===== config.mk =====
export PLATFORM = sky130hd
export DESIGN_NAME = oam_dma_ctrl
export DESIGN_NICKNAME = d
export VERILOG_FILES = /design/src/rtl/oam_dma_ctrl.sv
export SDC_FILE = /design/constraint.sdc
export NUM_CORES = 1
export LEC_CHECK = 0
export BUFFER_PORTS_ARGS = -buffer_cell sky130_fd_sc_hd__clkbuf_2
export CAP_MARGIN = 20
export CORE_MARGIN = 2
export CORE_UTILIZATION = 44
export CTS_BUF_LIST = sky130_fd_sc_hd__clkbuf_8
export DETAILED_ROUTE_END_ITERATION = 8
export GPL_TIMING_DRIVEN = 0
export PLACE_DENSITY = 0.75
export RECOVER_POWER = 100
export SYNTH_ARGS = -nofsm -noshare
export SYNTH_HDL_FRONTEND = slang
export SYNTH_SLANG_ARGS = --single-unit

===== constraint.sdc =====
create_clock -name clk -period 2.89 [get_ports clk]
set_input_delay 0.289 -clock clk [delete_from_list [all_inputs] [get_ports clk]]
set_output_delay 0.289 -clock clk [all_outputs]
set_load 0.01 [all_outputs]

===== src/rtl/oam_dma_ctrl.sv =====
// NES sprite DMA engine: passes CPU bus cycles through to memory when idle and,
// on a write to the DMA register, halts the CPU and copies one 256-byte page into OAM.
module oam_dma_ctrl #(
    parameter logic [15:0] DMA_REG_ADDR  = 16'h4014,
    parameter logic [15:0] OAM_DATA_ADDR = 16'h2004
) (
    input  logic        clk,
    input  logic        rst,
    input  logic [15:0] cpu_addr,
    input  logic [7:0]  cpu_wdata,
    input  logic        cpu_wen,
    output logic [7:0]  cpu_rdata,
    output logic        cpu_rdy,
    output logic [15:0] mem_addr,
    output logic [7:0]  mem_wdata,
    output logic        mem_wen,
    input  logic [7:0]  mem_rdata,
    output logic        dma_busy
);

    typedef enum logic [2:0] {
        S_IDLE,
        S_HALT,
        S_ALIGN,
        S_READ,
        S_WRITE
    } state_t;

    state_t      state_q, state_d;
    logic [7:0]  page_q, page_d;
    logic [7:0]  idx_q, idx_d;
    logic [7:0]  buf_q, buf_d;
    logic        parity_q, parity_d;

    always_ff @(posedge clk) begin
        if (rst) begin
            state_q  <= S_IDLE;
            page_q   <= 8'h00;
            idx_q    <= 8'h00;
            buf_q    <= 8'h00;
            parity_q <= 1'b0;
        end else begin
            state_q  <= state_d;
            page_q   <= page_d;
            idx_q    <= idx_d;
            buf_q    <= buf_d;
            parity_q <= parity_d;
        end
    end

    assign cpu_rdata = mem_rdata;

    // Outside IDLE the engine owns the bus; the default is a dummy read of the page base.
    always_comb begin
        state_d   = state_q;
        page_d    = page_q;
        idx_d     = idx_q;
        buf_d     = buf_q;
        parity_d  = ~parity_q;
        mem_addr  = {page_q, 8'h00};
        mem_wdata = 8'h00;
        mem_wen   = 1'b0;
        cpu_rdy   = 1'b0;
        dma_busy  = 1'b1;

        case (state_q)
            S_IDLE: begin
                mem_addr  = cpu_addr;
                mem_wdata = cpu_wdata;
                mem_wen   = cpu_wen;
                cpu_rdy   = 1'b1;
                dma_busy  = 1'b0;
                if (cpu_wen && (cpu_addr == DMA_REG_ADDR)) begin
                    page_d  = cpu_wdata;
                    idx_d   = 8'h00;
                    state_d = S_HALT;
                end
            end
            // Reads must start on an even cycle, so an extra dummy cycle is
            // inserted when the cycle after HALT would be odd.
            S_HALT: begin
                state_d = parity_q ? S_READ : S_ALIGN;
            end
            S_ALIGN: begin
                state_d = S_READ;
            end
            S_READ: begin
                mem_addr = {page_q, idx_q};
                buf_d    = mem_rdata;
                state_d  = S_WRITE;
            end
            S_WRITE: begin
                mem_addr  = OAM_DATA_ADDR;
                mem_wdata = buf_q;
                mem_wen   = 1'b1;
                if (idx_q == 8'hFF) begin
                    state_d = S_IDLE;
                end else begin
                    idx_d   = idx_q + 8'd1;
                    state_d = S_READ;
                end
            end
            default: begin
                state_d = S_IDLE;
            end
        endcase
    end

endmodule

# After elaboration in Yosys (flattened, before gate mapping)
# Index checks and enable logic that the tools add are counted.
totals:
  wordCells: 32
  register_bits: 28
  in_bits: 35
  output_inout_bits: 35
  ramBits: 0
  rom_bits: 0
  memories: 0
  latchBits: 0
classes:
  n_shift: 0
  div_mod_pow: 0
  bitwise_logic: 1
  reduce_logical: 5
  eq_ne: 8
  mux: 12
  add_sub_neg: 1
  n_lt_le_gt_ge: 0
  multipliers: 0
op_table:
  columns: ["op", "n"]
  rows:
  - ["case mux 16 bit (3 select lines)", 1]
  - ["case mux 8 bit (2 select lines)", 2]
  - ["equality test 16 x 15 -> 1 bit (second input constant)", 1]
  - ["two-way mux 8 bit", 2]
  - ["case mux 3 bit (5 select lines)", 1]
  - ["adder 8 x 1 -> 8 bit (second input constant)", 1]
  - ["equality test 8 bit (second input constant)", 1]
  - ["equality test 3 x 2 -> 1 bit (second input constant)", 2]
  - ["inequality test 2 bit (second input constant)", 2]
  - ["equality test 3 x 1 -> 1 bit (second input constant)", 1]
  - ["equality test 3 bit (second input constant)", 1]
  - ["logical NOT 3 bit", 1]
  - ["two-way mux 1 bit", 3]
  - ["two-way mux 3 bit", 1]
  - ["AND reduction 3 bit", 1]
  - ["two-way mux 2 bit", 1]
  - ["case mux 1 bit (2 select lines)", 1]
  - ["AND reduction 2 bit", 1]
  - ["nonzero test 2 bit", 1]
  - ["logical AND 1 bit", 1]
  - ["inverter 1 bit", 1]

# Longest topological paths before layout
depth:
  ltp_word: 4
  mapped_depth: 7
  depth_no_buf: 5

# Worst setup path before layout
# No wires, ideal clock.
synth_timing:
  kind: "register to output"
  from: "reg state_q[0]"
  to: "out mem_addr[7]"
  arrival_ps: 1321
  required_time_ps: 2601
  path_stages_with_launch: 6
  n_path_buf: 2
  setup_slack_ps: 1280
  path_cell_list: "dfxtp_1 buf_6 or3_4 clkinv_2 buf_2 a22o_1"
synth_via:
  elab_chain_len: 2
synth_lines:
  columns: ["element", "line_no", "source"]
  rows:
  - ["start, declared", "29", "state_t state_q, state_d;"]
  - ["start signal, assigned", "43", "state_q <= state_d;"]
  - ["equality test 3 bit, or another cell as far along", "66", "case (state_q)"]
  - ["case mux 16 bit (3 select lines) (*)", "66", null]
  - ["end, declared", "14", "output logic [15:0] mem_addr,"]
# Mark *: on every way between the ends. The rest lies on a longest branch, timed or not.

# Worst setup path after layout
layout_timing:
  from: "reg state_q[0]"
  to: "out mem_wdata[7]"
layout_via:
  elab_chain_len: 2
layout_lines:
  columns: ["element", "line_no", "source"]
  rows:
  - ["equality test 3 bit or logical NOT 3 bit (tied branches)", "66", null]
  - ["case mux 8 bit (2 select lines) (*)", "66", null]
  - ["end, declared", "15", "output logic [7:0] mem_wdata,"]
# Marks and branches as above.

==> results.toml <==
[yosys]
synth_warnings = 0
yosysUniqueCellTypes = 42
syn_nets = 237
syn-cell-area_um2 = 1630
synth_seq_cells = 28
ys_seq_area_share_pct = 34.4
syn_area_per_cell_um2 = 8.12
netlist_instances = 201

[worst_setup_path]
crit_slowest_cell = "or3_1"
r2r-start = "state_q[0]$_SDFFE_PP0P_"
crit_buf_inv = 4
cp-start-kind = "flop"
r2r-end = "idx_q[0]$_SDFFE_PP0P_"
crit_type = "reg2out"
path_max_fanout = 10
crit_path_end = "mem_wdata[7]"
critPathMostFrequentCell = "clkbuf_1"
crit_cells = 6
cp_cell_sequence = "clkbuf_1, or3_1, clkinvlp_2, buf_2, a22o_1, clkbuf_1"
crit_start = "state_q[0]$_SDFFE_PP0P_"
r2r_cells = 6
r2r_slack_ns = 0.60
required_ns = 2.60
arrival_ns = 2.08
end_kind = "output port"
max_stage_delay_ns = 0.50
crit_family = "buffers and inverters"

[layout]
fill_cells = 370
regArea_um2 = 561
multi_input_area_um2 = 866
drive_above_1_share_pct = 23.4
final_area_um2 = 2020
final_nets = 310
antenna_cells = 0
syn_to_final_growth_pct = 24.1

[grt]
grt_pass1_wl_um = 7070
met1_usage_pct = 28.0
overflow = 0
grt_use_total_pct = 21.4
met3_usage_pct = 3.30
met2_usage_pct = 35.8
antenna_found_initial = 0
top_usage_layer = "met2"
grt_max_degree = 17
grt_pass1_vias = 1533

[min_path]
hp-class = "in2reg"
hold_start = "mem_rdata[4]"

[timing]
setup_slack_ns = 0.519
fmax_mhz = 422
tightestPinTransition_ns = 0.743
period_share_pct = 82.1
rsz0062_at_grt = "no"
relSlewSlack_pct = 49.9
period_minus_slack_ns = 2.37
hold_viol_final = 0
skew_ns = 0.00191
setup_viol = 0
setup_tns_ns = 0
maxSlewViolCount = 0

[drt]
drc = 0
via_count = 1701
wl_um = 4340
drt-initial-drc-count = 86
wl_per_cell_um = 13.5
viasPerCell = 5.30
ant_nets = 0
drtPass1Iterations = 4

[placement]
place.port_buffers = 68
dp_slack_ns = 1.06
place_area_um2 = 2030
finalWeightedCongestion = 0.793
dp_hpwl_um = 3340

[pwr]
p_int_w = 0.000715
combPwrFrac_pct = 32.0
irDropWorstVdd_uv = 178
switchingPower_w = 0.000330
seqPwrFrac_pct = 38.2
p_leak_nw = 0.788
p_clk_share_pct = 29.8
netSwitchingFraction_pct = 31.6
power_density_nw_per_um2 = 516

[clock_tree]
cts_resized = 0
cts_tree = "yes"
clk_pin_slew_ns = 0.10
root_buffer = "clkbuf_8"
cts_buffers = 3
cts-htree-levels = 1
ctsHoldBuffers = 0
clockBufferDepth = 2
cts.sinks = 28
clock_latency_ns = 0.28
post_cts_buffers = 0

[die]
fp.dieW_um = 64.9
core_area_um2 = 3610
num_rows = 22
initial_core_util_pct = 45.2
ios = 70
die-area_um2 = 4210
die_h_um = 64.9

[status]
status = "finished, final reports clean"

[run]
max_cap_violations = 0
==> cell usage after synthesis, drive strengths merged <==
library cell  count  area (um2)
o211ai            1        7.51
dfxtp            28         561
a221oi            1        8.76
nor3b             1        18.8
inv               4        15.0
nand4             2        12.5
nand3            13        70.1
a311oi            1        8.76
nor4              1        6.26
nand2            28         108
a211oi            1        7.51
o221a             1        11.3
a41oi             1        8.76
ha                1        12.5
and2              2        12.5
a22o             20         175
or3b              2        20.0
o21ai            16        91.3
or3               3        23.8
o31ai             1        21.3
a21oi            24         120
nor3              3        15.0
mux2i             1        10.0
nor2              9        33.8
or2               1        6.26
clkinv            1        5.00
o221ai            1        15.0
a31oi             1        6.26
and4              2        17.5
clkbuf            5        18.8
buf              19         136
nor4b             3        26.3
nor2b             1        6.26
o21a              2        15.0
==> metrics by stage <==
stage | utilization, % | hold slack [ns] | instances | power, W
finish | 56.1 | 0.230 | 321 | 0.00105
global route | 56.1 | 0.245 | 321 | 0.00110
CTS | 58.3 | 0.231 | 321 | 0.00108
detailed placement | 56.3 | 0.411 | 317 | 0.000773
global placement | 56.3 | 0.404 | 317 | 0.000773
floorplan | - | 0.392 | 201 | 0.000632
==> layout by cell type, fill, tap and decap left out, types with 2 or more instances in the layout <==
cell type	n
nor3_1	3
and4_1	2
nor2_1	9
nand4_1	2
buf_2	6
o21ai_0	13
buf_6	2
nand3_1	13
nand2_1	28
buf_4	9
clkbuf_8	3
clkbuf_2	36
a21oi_1	24
nor4b_1	3
clkbuf_1	39
dfxtp_1	28
a22o_1	20
inv_1	4
o21a_1	2
o21ai_1	3
or3_1	3
==> per-layer routing <==
| metal | routed length, um | share of wire [%] | vias to the layer above |
|---|---|---|---|
| met5 | 0 | 0 | - |
| met4 | 65 | 1.5 | 0 |
| met3 | 340 | 7.8 | 7 |
| met2 | 1940 | 45 | 64 |
| met1 | 1990 | 46 | 762 |
| li1 | - | - | 868 |
==> worst register-to-register path: stages, from the launching register on <==
cell        delay, ns
dfxtp_1          0.31
clkbuf_1         0.20
or3_1            0.50
clkinvlp_2       0.19
nand2_1          0.13
o21ai_0          0.62
o21ai_0          0.20
==> registers in the layout, summed over array words and instances (netlist names) <==
| register | cells |
|---|---|
| idx_q | 8 |
| page_q | 8 |
| state_q | 3 |
| parity_q | 1 |
| buf_q | 8 |
==> how the worst min path moves through the flow <==
stage	to	depth (start not counted)
global route	buf_q[2]$_SDFFE_PP0N_	3
floorplan	parity_q$_SDFF_PP0_	1
finish	buf_q[4]$_SDFFE_PP0N_	3
global placement	parity_q$_SDFF_PP0_	1
CTS	buf_q[6]$_SDFFE_PP0N_	3
detailed placement	parity_q$_SDFF_PP0_	1
==> cell families after synthesis <==
group,Yosys count,synth area share [%]
AOI/OAI and AO/OA,71,30.4
DFF,28,34.4
adders and majority gates,1,0.767
buffers and inverters,29,10.7
muxes,1,0.614
and+or+nand+nor,71,23.1
==> power groups by stage <==
stage	sequential, W	combinational, W	clock (W)
after floorplan	0.000407	0.000225	0
after global placement	0.000408	0.000365	0
after detailed placement	0.000409	0.000365	0
after CTS	0.000399	0.000366	0.000316
after global routing	0.000401	0.000366	0.000332
final	0.000399	0.000335	0.000312
==> area by class of cell <==
cell class	count	share of cell area, %
Timing Repair Buffer	68	14.8
Clock buffer	3	2.04
Clock inverter	1	1.48
Sequential cell	28	27.7
Multi-Input combinational cell	144	42.8
Buffer	24	7.23
Tap cell	48	2.97
Inverter	5	0.989
(Power assumes the default switching activity.)
